===== config.mk =====
export PLATFORM = sky130hd
export DESIGN_NAME = dmem_sized_flat
export DESIGN_NICKNAME = d
export VERILOG_FILES = /design/src/rtl/dmem_sized_if.sv /design/src/rtl/dmem_sized.sv /design/src/flat_wrapper.sv
export SDC_FILE = /design/constraint.sdc
export NUM_CORES = 2
export LEC_CHECK = 0
export CELL_PAD_IN_SITES_DETAIL_PLACEMENT = 0
export CELL_PAD_IN_SITES_GLOBAL_PLACEMENT = 1
export CORE_MARGIN = 2
export CORE_UTILIZATION = 60
export CTS_BUF_LIST = sky130_fd_sc_hd__clkbuf_4
export CTS_CLUSTER_SIZE = 12
export DETAILED_ROUTE_END_ITERATION = 16
export DONT_BUFFER_PORTS = 1
export PLACE_DENSITY_LB_ADDON = 0.1
export SLEW_MARGIN = 20
export SYNTH_ARGS = -nofsm -noshare
export SYNTH_HDL_FRONTEND = slang
export SYNTH_SLANG_ARGS = --single-unit

===== constraint.sdc =====
create_clock -name clk -period 7.8 [get_ports clk]
set_clock_uncertainty 0.2 [all_clocks]
set_input_delay 0.78 -clock clk [delete_from_list [all_inputs] [get_ports clk]]
set_output_delay 0.78 -clock clk [all_outputs]
set_load 0.1 [all_outputs]

===== src/rtl/dmem_sized_if.sv =====
// dmem_sized_if: data-memory port between the core and dmem_sized
//   master: memwrite (store size), dataadr (byte address), writedata (right-aligned store data)
//   slave : readdata (word at dataadr), storecount (saturating), err (sticky), erraddr (first bad address)
interface dmem_sized_if;
    logic [1:0]  memwrite;
    logic [31:0] dataadr;
    logic [31:0] writedata;
    logic [31:0] readdata;
    logic [15:0] storecount;
    logic        err;
    logic [31:0] erraddr;
    modport master (
        output memwrite, dataadr, writedata,
        input  readdata, storecount, err, erraddr
    );
    modport slave (
        input  memwrite, dataadr, writedata,
        output readdata, storecount, err, erraddr
    );
endinterface


===== src/rtl/dmem_sized.sv =====
// dmem_sized: word RAM with sized little-endian stores, async word reads, store counter and sticky error capture
//   clk, reset (sync, active-low); bus: dmem_sized_if.slave
module dmem_sized #(
    parameter int DEPTH = 64,
    parameter int AW    = 6
) (
    input logic         clk,
    input logic         reset,
    dmem_sized_if.slave bus
);
    logic [31:0]   ram [DEPTH];
    logic [AW-1:0] idx;
    logic [1:0]    lane;
    logic          misaligned;
    logic          outrange;
    logic          bad;
    logic          ok;
    logic [3:0]    be;
    logic [31:0]   wlanes;
    logic [31:0]   merged;
    always_comb begin
        idx        = bus.dataadr[AW+1:2];
        lane       = bus.dataadr[1:0];
        misaligned = (bus.memwrite == 2'b10 && lane[0]) || (bus.memwrite == 2'b11 && lane != 2'b00);
        outrange   = |bus.dataadr[31:AW+2];
        bad        = bus.memwrite != 2'b00 && (misaligned || outrange);
        ok         = bus.memwrite != 2'b00 && !bad;
        be         = bus.memwrite == 2'b01 ? 4'b0001 << lane :
                     bus.memwrite == 2'b10 ? (lane[1] ? 4'b1100 : 4'b0011) : 4'b1111;
        // replicate store data across lanes so the byte enables alone pick the target lane
        wlanes     = bus.memwrite == 2'b01 ? {4{bus.writedata[7:0]}} :
                     bus.memwrite == 2'b10 ? {2{bus.writedata[15:0]}} : bus.writedata;
        merged     = ram[idx];
        for (int k = 0; k < 4; k++)
            merged[8*k +: 8] = be[k] ? wlanes[8*k +: 8] : ram[idx][8*k +: 8];
    end
    assign bus.readdata = ram[idx];
    always_ff @(posedge clk)
        if (reset && ok) ram[idx] <= merged;
    always_ff @(posedge clk) begin
        if (!reset) begin
            bus.storecount <= 16'd0;
            bus.err        <= 1'b0;
            bus.erraddr    <= 32'd0;
        end else if (bad) begin
            bus.err <= 1'b1;
            if (!bus.err) bus.erraddr <= bus.dataadr;
        end else if (ok && bus.storecount != 16'hFFFF) begin
            bus.storecount <= bus.storecount + 16'd1;
        end
    end
endmodule


===== src/flat_wrapper.sv =====
// flat-port wrapper written by rule: the top's interface ports become plain ports
module dmem_sized_flat 
#(
    parameter int DEPTH = 64,
    parameter int AW    = 6
)
  (clk, reset, bus_memwrite, bus_dataadr, bus_writedata, bus_readdata, bus_storecount, bus_err, bus_erraddr);
  dmem_sized_if bus_i ();
  input logic clk;
  input logic reset;
  input wire logic [$bits(bus_i.memwrite)-1:0] bus_memwrite;
  input wire logic [$bits(bus_i.dataadr)-1:0] bus_dataadr;
  input wire logic [$bits(bus_i.writedata)-1:0] bus_writedata;
  output wire logic [$bits(bus_i.readdata)-1:0] bus_readdata;
  output wire logic [$bits(bus_i.storecount)-1:0] bus_storecount;
  output wire logic [$bits(bus_i.err)-1:0] bus_err;
  output wire logic [$bits(bus_i.erraddr)-1:0] bus_erraddr;
  assign bus_i.memwrite = bus_memwrite;
  assign bus_i.dataadr = bus_dataadr;
  assign bus_i.writedata = bus_writedata;
  assign bus_readdata = bus_i.readdata;
  assign bus_storecount = bus_i.storecount;
  assign bus_err = bus_i.err;
  assign bus_erraddr = bus_i.erraddr;
  dmem_sized #(.DEPTH(DEPTH), .AW(AW)) u_core (.clk(clk), .reset(reset), .bus(bus_i));
endmodule

Word level (Yosys, flattened, before mapping)
Memories as Yosys holds them, arrays and structs flattened.
Cells that the tools add are included.
{"block": "word_totals", "reg_bits": 49, "ramBits": 2048, "word_cells": 37, "in_bits": 68, "memories": 1, "output_inout_bits": 81}
{"memory": "u_core.ram", "words": 64, "word_bits": 32, "read_ports": 1, "rd_ports_with_merged_regs": 0, "wr": 1, "line_no": "dmem_sized.sv:11", "text": "logic [31:0] ram [DEPTH];"}
{"block": "classes", "bitwise": 2, "mux": 11, "n_addsub": 1, "reduce_logical": 14, "n_shift": 1, "eq_ne": 4}
{"operator": "$mux W32", "n": 2}
{"operator": "$mux W8", "n": 4}
{"operator": "$reduce_or A24 Y1", "n": 1}
{"operator": "$add A16 B1 Y16 const B", "n": 1}
{"operator": "$ne A16 B16 Y1 const B", "n": 1}
{"operator": "$mux W4", "n": 3}
{"operator": "$logic_and A1 B1 Y1", "n": 6}
{"operator": "$eq A2 B2 Y1 const B", "n": 2}
{"operator": "$reduce_and A2 Y1", "n": 2}
{"operator": "$reduce_bool A2 Y1", "n": 2}
{"operator": "$shl A1 B2 Y4 const A", "n": 1}
{"operator": "$eq A2 B1 Y1 const B", "n": 1}
{"operator": "$logic_or A1 B1 Y1", "n": 2}
{"operator": "$mux W1", "n": 2}
{"operator": "$not A1 Y1", "n": 2}
{"operator": "$logic_not A1 Y1", "n": 1}

Depth between registers and ports, before layout
{"block": "depth", "word_depth": 10, "mapped_depth": 13, "ltp_nobuf": 6}

Least setup slack after synthesis
Ideal clock, no wire load.
{"block": "synth_timing", "path_type": "input -> register", "start": "input bus_dataadr[5]", "end": "memory u_core.ram[0][0] (data pin)", "slack_ns": 2.457, "arrival_ns": 4.555, "n_path_buf": 5, "path_stages": 10, "required_ns": 7.012, "path_cell_list": "buf_2 -> buf_6 -> or4b_2 -> buf_2 -> buf_2 -> buf_2 -> o22ai_1 -> nor4_1 -> and4_1 -> a31oi_1"}
{"element": "start: declaration", "line_no": "flat_wrapper.sv:12", "text": "input wire logic [$bits(bus_i.dataadr)-1:0] bus_dataadr;"}
{"element": "end: declaration", "line_no": "dmem_sized.sv:11"}

Worst setup path in the final report
{"block": "layout_timing", "start": "input bus_dataadr[4]", "end": "output bus_readdata[27]"}
{"block": "layout_between", "elab_chain_cells": 1}
{"element": "$mem_v2 Z64 W32"}
{"element": "end: declaration", "line_no": "flat_wrapper.sv:14", "text": "output wire logic [$bits(bus_i.readdata)-1:0] bus_readdata;"}
No other way between the ends.

==> metrics.csv <==
metric;value;unit
Pleak;29.4;nW
crit path cell chain;buf_16 > buf_16 > nor2b_1 > a22o_1 > a2111oi_0 > o311ai_0 > nor4_1 > nand3b_1;
hold path start;bus_dataadr[1];
I/O pins;149;
RSZ-0062 raised after global routing;no;
reg2reg end;u_core.ram[40][20];
hpwl dp;144;mm
die width;373;um
filler cell count;9205;
CTS tree;yes;
vias per cell;6.99;
sw frac;24.5;%
Int Power;18.0;mW
clk sink count;2097;
RePlAce Congestion;0.853;
wire length per cell;34.5;um
final setup violation count;0;
CP max stage cell;nand3b_1;
peak supply drop;0.178;mV
actual slew at the worst max-slew pin;1.52;ns
area of the multi-input gates;0.0182;mm2
GRT Residual Overflow;0;
FMAX;0.151;GHz
Worst slew margin;-1.59;%
most frequent CP cell;buf_16;
Final Slew Violations;45;
final hold vios;0;
Worst Path Arrival;5.64;ns
count of cell types in the netlist;87;
global-route wire length before repair;357;mm
Die Y;373;um
status;finished, violations left;
clock buffer depth;4;
Initial Util;60.4;%
die area;0.139;mm2
WL final;255;mm
largest net degree at the start of global routing;384;
Core Area;0.135;mm2
row cnt;135;
Area Growth Syn to Fin;12.8;%
ys flop type;edfxtp_1;
failing checks;slew limit;
worst hold stages;2;
worst-case hold slack;0.0333;ns
Crit. End Element;output pin;
DRT Pass-1 Iters;9;
register share of total power;53.7;%
sequential share of the synthesized area;76.6;%
CTS Buf Count;548;
post-synth top area share;75.4;%
later-pin clock latency in the skew report;1.38;ns
synth top area cells;edfxtp_1, a22oi_1, mux2i_1, o22ai_1, mux2_2;
1st-iter DRT viols;8266;
Hold WC Path Type;in -> reg;
Clock transition at path regs;0.06;ns
crit-path max cell delay;0.98;ns
R2R cell count;6;
initial antenna violation count;7;
cell taking the most area after synthesis;edfxtp_1;
mean post-synth cell area;17.0;um2
layout cell share with drive strength beyond 1;23.9;%
ys async rst share;0;%
vias in the first global route;49800;
clk root buf;clkbuf_4;
Req. time, crit path;6.82;ns
Hold Crit Endpoint;u_core.ram[35][30];
DRC viols;0;
CTS HTree Levels;6;
Worst setup SP type;input port;
Cell Area, Synth;0.0816;mm2
synth warn;0;
Max-Cap Viols;0;
GRT Overall Usage;36.2;%
Mapped Nets;4859;
FF+latch count, synth;2097;
P per Cell Area;259;mW/mm2
storage element area;0.0625;mm2
r2r setup slk;3.70;ns
post-route ant nets;0;
fin crit period;6.62;ns
Post-Synthesis Cells;4790;
Fin Setup TNS;0;ns
Max FO, Critical Path;158;
Post-synth EDFFs;2048;
port bufs;0;
vias;51600;
Logic pwr share;7.7;%
R2R Path Start;u_core.ram[24][20];
Net count, final;5296;
Switching Power;5.84;mW
fin crit share;84.8;%
Clk pwr share;38.6;%
critical path type;in -> out;
-- flip-flops by register name (all words and copies together) (netlist names) --
register / flops
u_core.bus.err: 1
u_core.bus.erraddr: 32
u_core.ram: 2048
u_core.bus.storecount: 16
-- repair_timing --
action,in CTS,in global routing
hold endpoints to repair,329,15
resized for setup,0,0
buffers inserted,0,0
hold buffers,74,3
-- cells by family (layout without fill, tap and decap cells) --
kind of cell / after synthesis / count (layout) / share of synthesized area [%]
buf+inv: 392 / 1185 / 2.26
flops: 2097 / 2097 / 76.6
simple gates: 690 / 690 / 4.86
xor+xnor: 10 / 10 / 0.107
mux: 301 / 301 / 4.35
other cells: 0 / 14 / 0
fa+ha+maj: 1 / 1 / 0.0153
compound gates: 1299 / 1299 / 11.8
-- power by group through the flow --
stage | combinational (mW) | clock (mW) | sequential, mW
after floorplan | 1.07 | 0 | 13.1
after global placement | 1.66 | 0 | 13.0
after detailed placement | 1.70 | 0 | 13.0
after CTS | 1.75 | 9.28 | 12.8
after global routing | 1.89 | 9.86 | 12.8
final | 1.83 | 9.20 | 12.8
-- stage by stage --
| stage | worst slack, ns | cell area, um2 | utilization, % | power, mW | instances |
|---|---|---|---|---|---|
| after CTS | 2.04 | 91800 | 67.9 | 23.8 | 7357 |
| final | 1.18 | 92000 | 68.1 | 23.8 | 7378 |
| after global placement | 2.03 | 84400 | 62.5 | 14.7 | 6376 |
| after floorplan | 2.46 | 81600 | - | 14.2 | 4790 |
| after global routing | 1.15 | 92000 | 68.1 | 24.6 | 7375 |
| after detailed placement | 2.03 | 84500 | 62.5 | 14.8 | 6377 |
-- critical path: cells and delay by family --
family,cells,cell delay (ns)
and+or+nand+nor,3,2.16
AOI/OAI and AO/OA,3,1.27
buffers and inverters,2,1.12
-- worst max-delay path by stage --
stage / slack (ns) / depth (start not counted) / startpoint / endpoint
floorplan: 2.46 / 10 / bus_dataadr[5] / u_core.ram[0][0]
global placement: 2.03 / 7 / bus_dataadr[20] / u_core.ram[62][26]
finish: 1.18 / 8 / bus_dataadr[4] / bus_readdata[27]
detailed placement: 2.03 / 7 / bus_dataadr[20] / u_core.ram[62][22]
CTS: 2.04 / 8 / bus_dataadr[7] / bus_readdata[29]
global route: 1.15 / 8 / bus_dataadr[4] / bus_readdata[27]
-- Yosys cell counts (49+ instances only) --
master / n
edfxtp_1: 2048
a22oi_1: 433
o22ai_1: 212
nor2_1: 163
mux2i_1: 160
clkbuf_1: 147
a21oi_1: 145
buf_2: 137
mux2_2: 103
a221oi_1: 90
nand2_1: 90
nand3_1: 72
nand3b_1: 72
a221o_1: 69
or3b_2: 57
a22o_1: 56
buf_1: 56
dfxtp_1: 49
-- cell usage in the layout (no fill, tap or decap), types with 22 or more instances in the layout --
master	Yosys	layout
o32ai_1	25	25
nand3b_1	72	72
dfxtp_1	49	49
or3b_2	57	58
a222oi_1	27	27
clkbuf_4	0	777
mux2i_1	160	160
nor2_1	163	96
a31oi_1	37	29
dlygate4sd3_1	0	77
nand3_1	72	72
a22o_1	56	54
or3_1	24	22
a22oi_1	433	429
mux2_2	103	102
o21ai_0	40	40
nor4_1	46	40
clkinv_1	0	97
a21oi_1	145	137
buf_4	17	172
o22ai_1	212	211
a221o_1	69	68
edfxtp_1	2048	2048
nand2_1	90	90
nor3_1	37	36
nor2_4	0	67
mux4_2	32	32
a221oi_1	90	90
-- final cells by class --
class                   count  area share [%]
flip-flops and latches   2097            67.9
multi-input cells        2301            19.8
clock buffers             777            6.34
repair buffers            263            2.59
well taps                1781            2.42
clock inverters           129           0.812
inverters                  16          0.0653
diodes                     14          0.0381
-- routing by layer --
| metal | track usage [%] | routed length (um) |
|---|---|---|
| met5 | 0 | 11 |
| met4 | 16.8 | 11100 |
| met3 | 8.02 | 30000 |
| met2 | 55.6 | 119000 |
| met1 | 49.9 | 94800 |
Power figures use the tool's default switching activity.
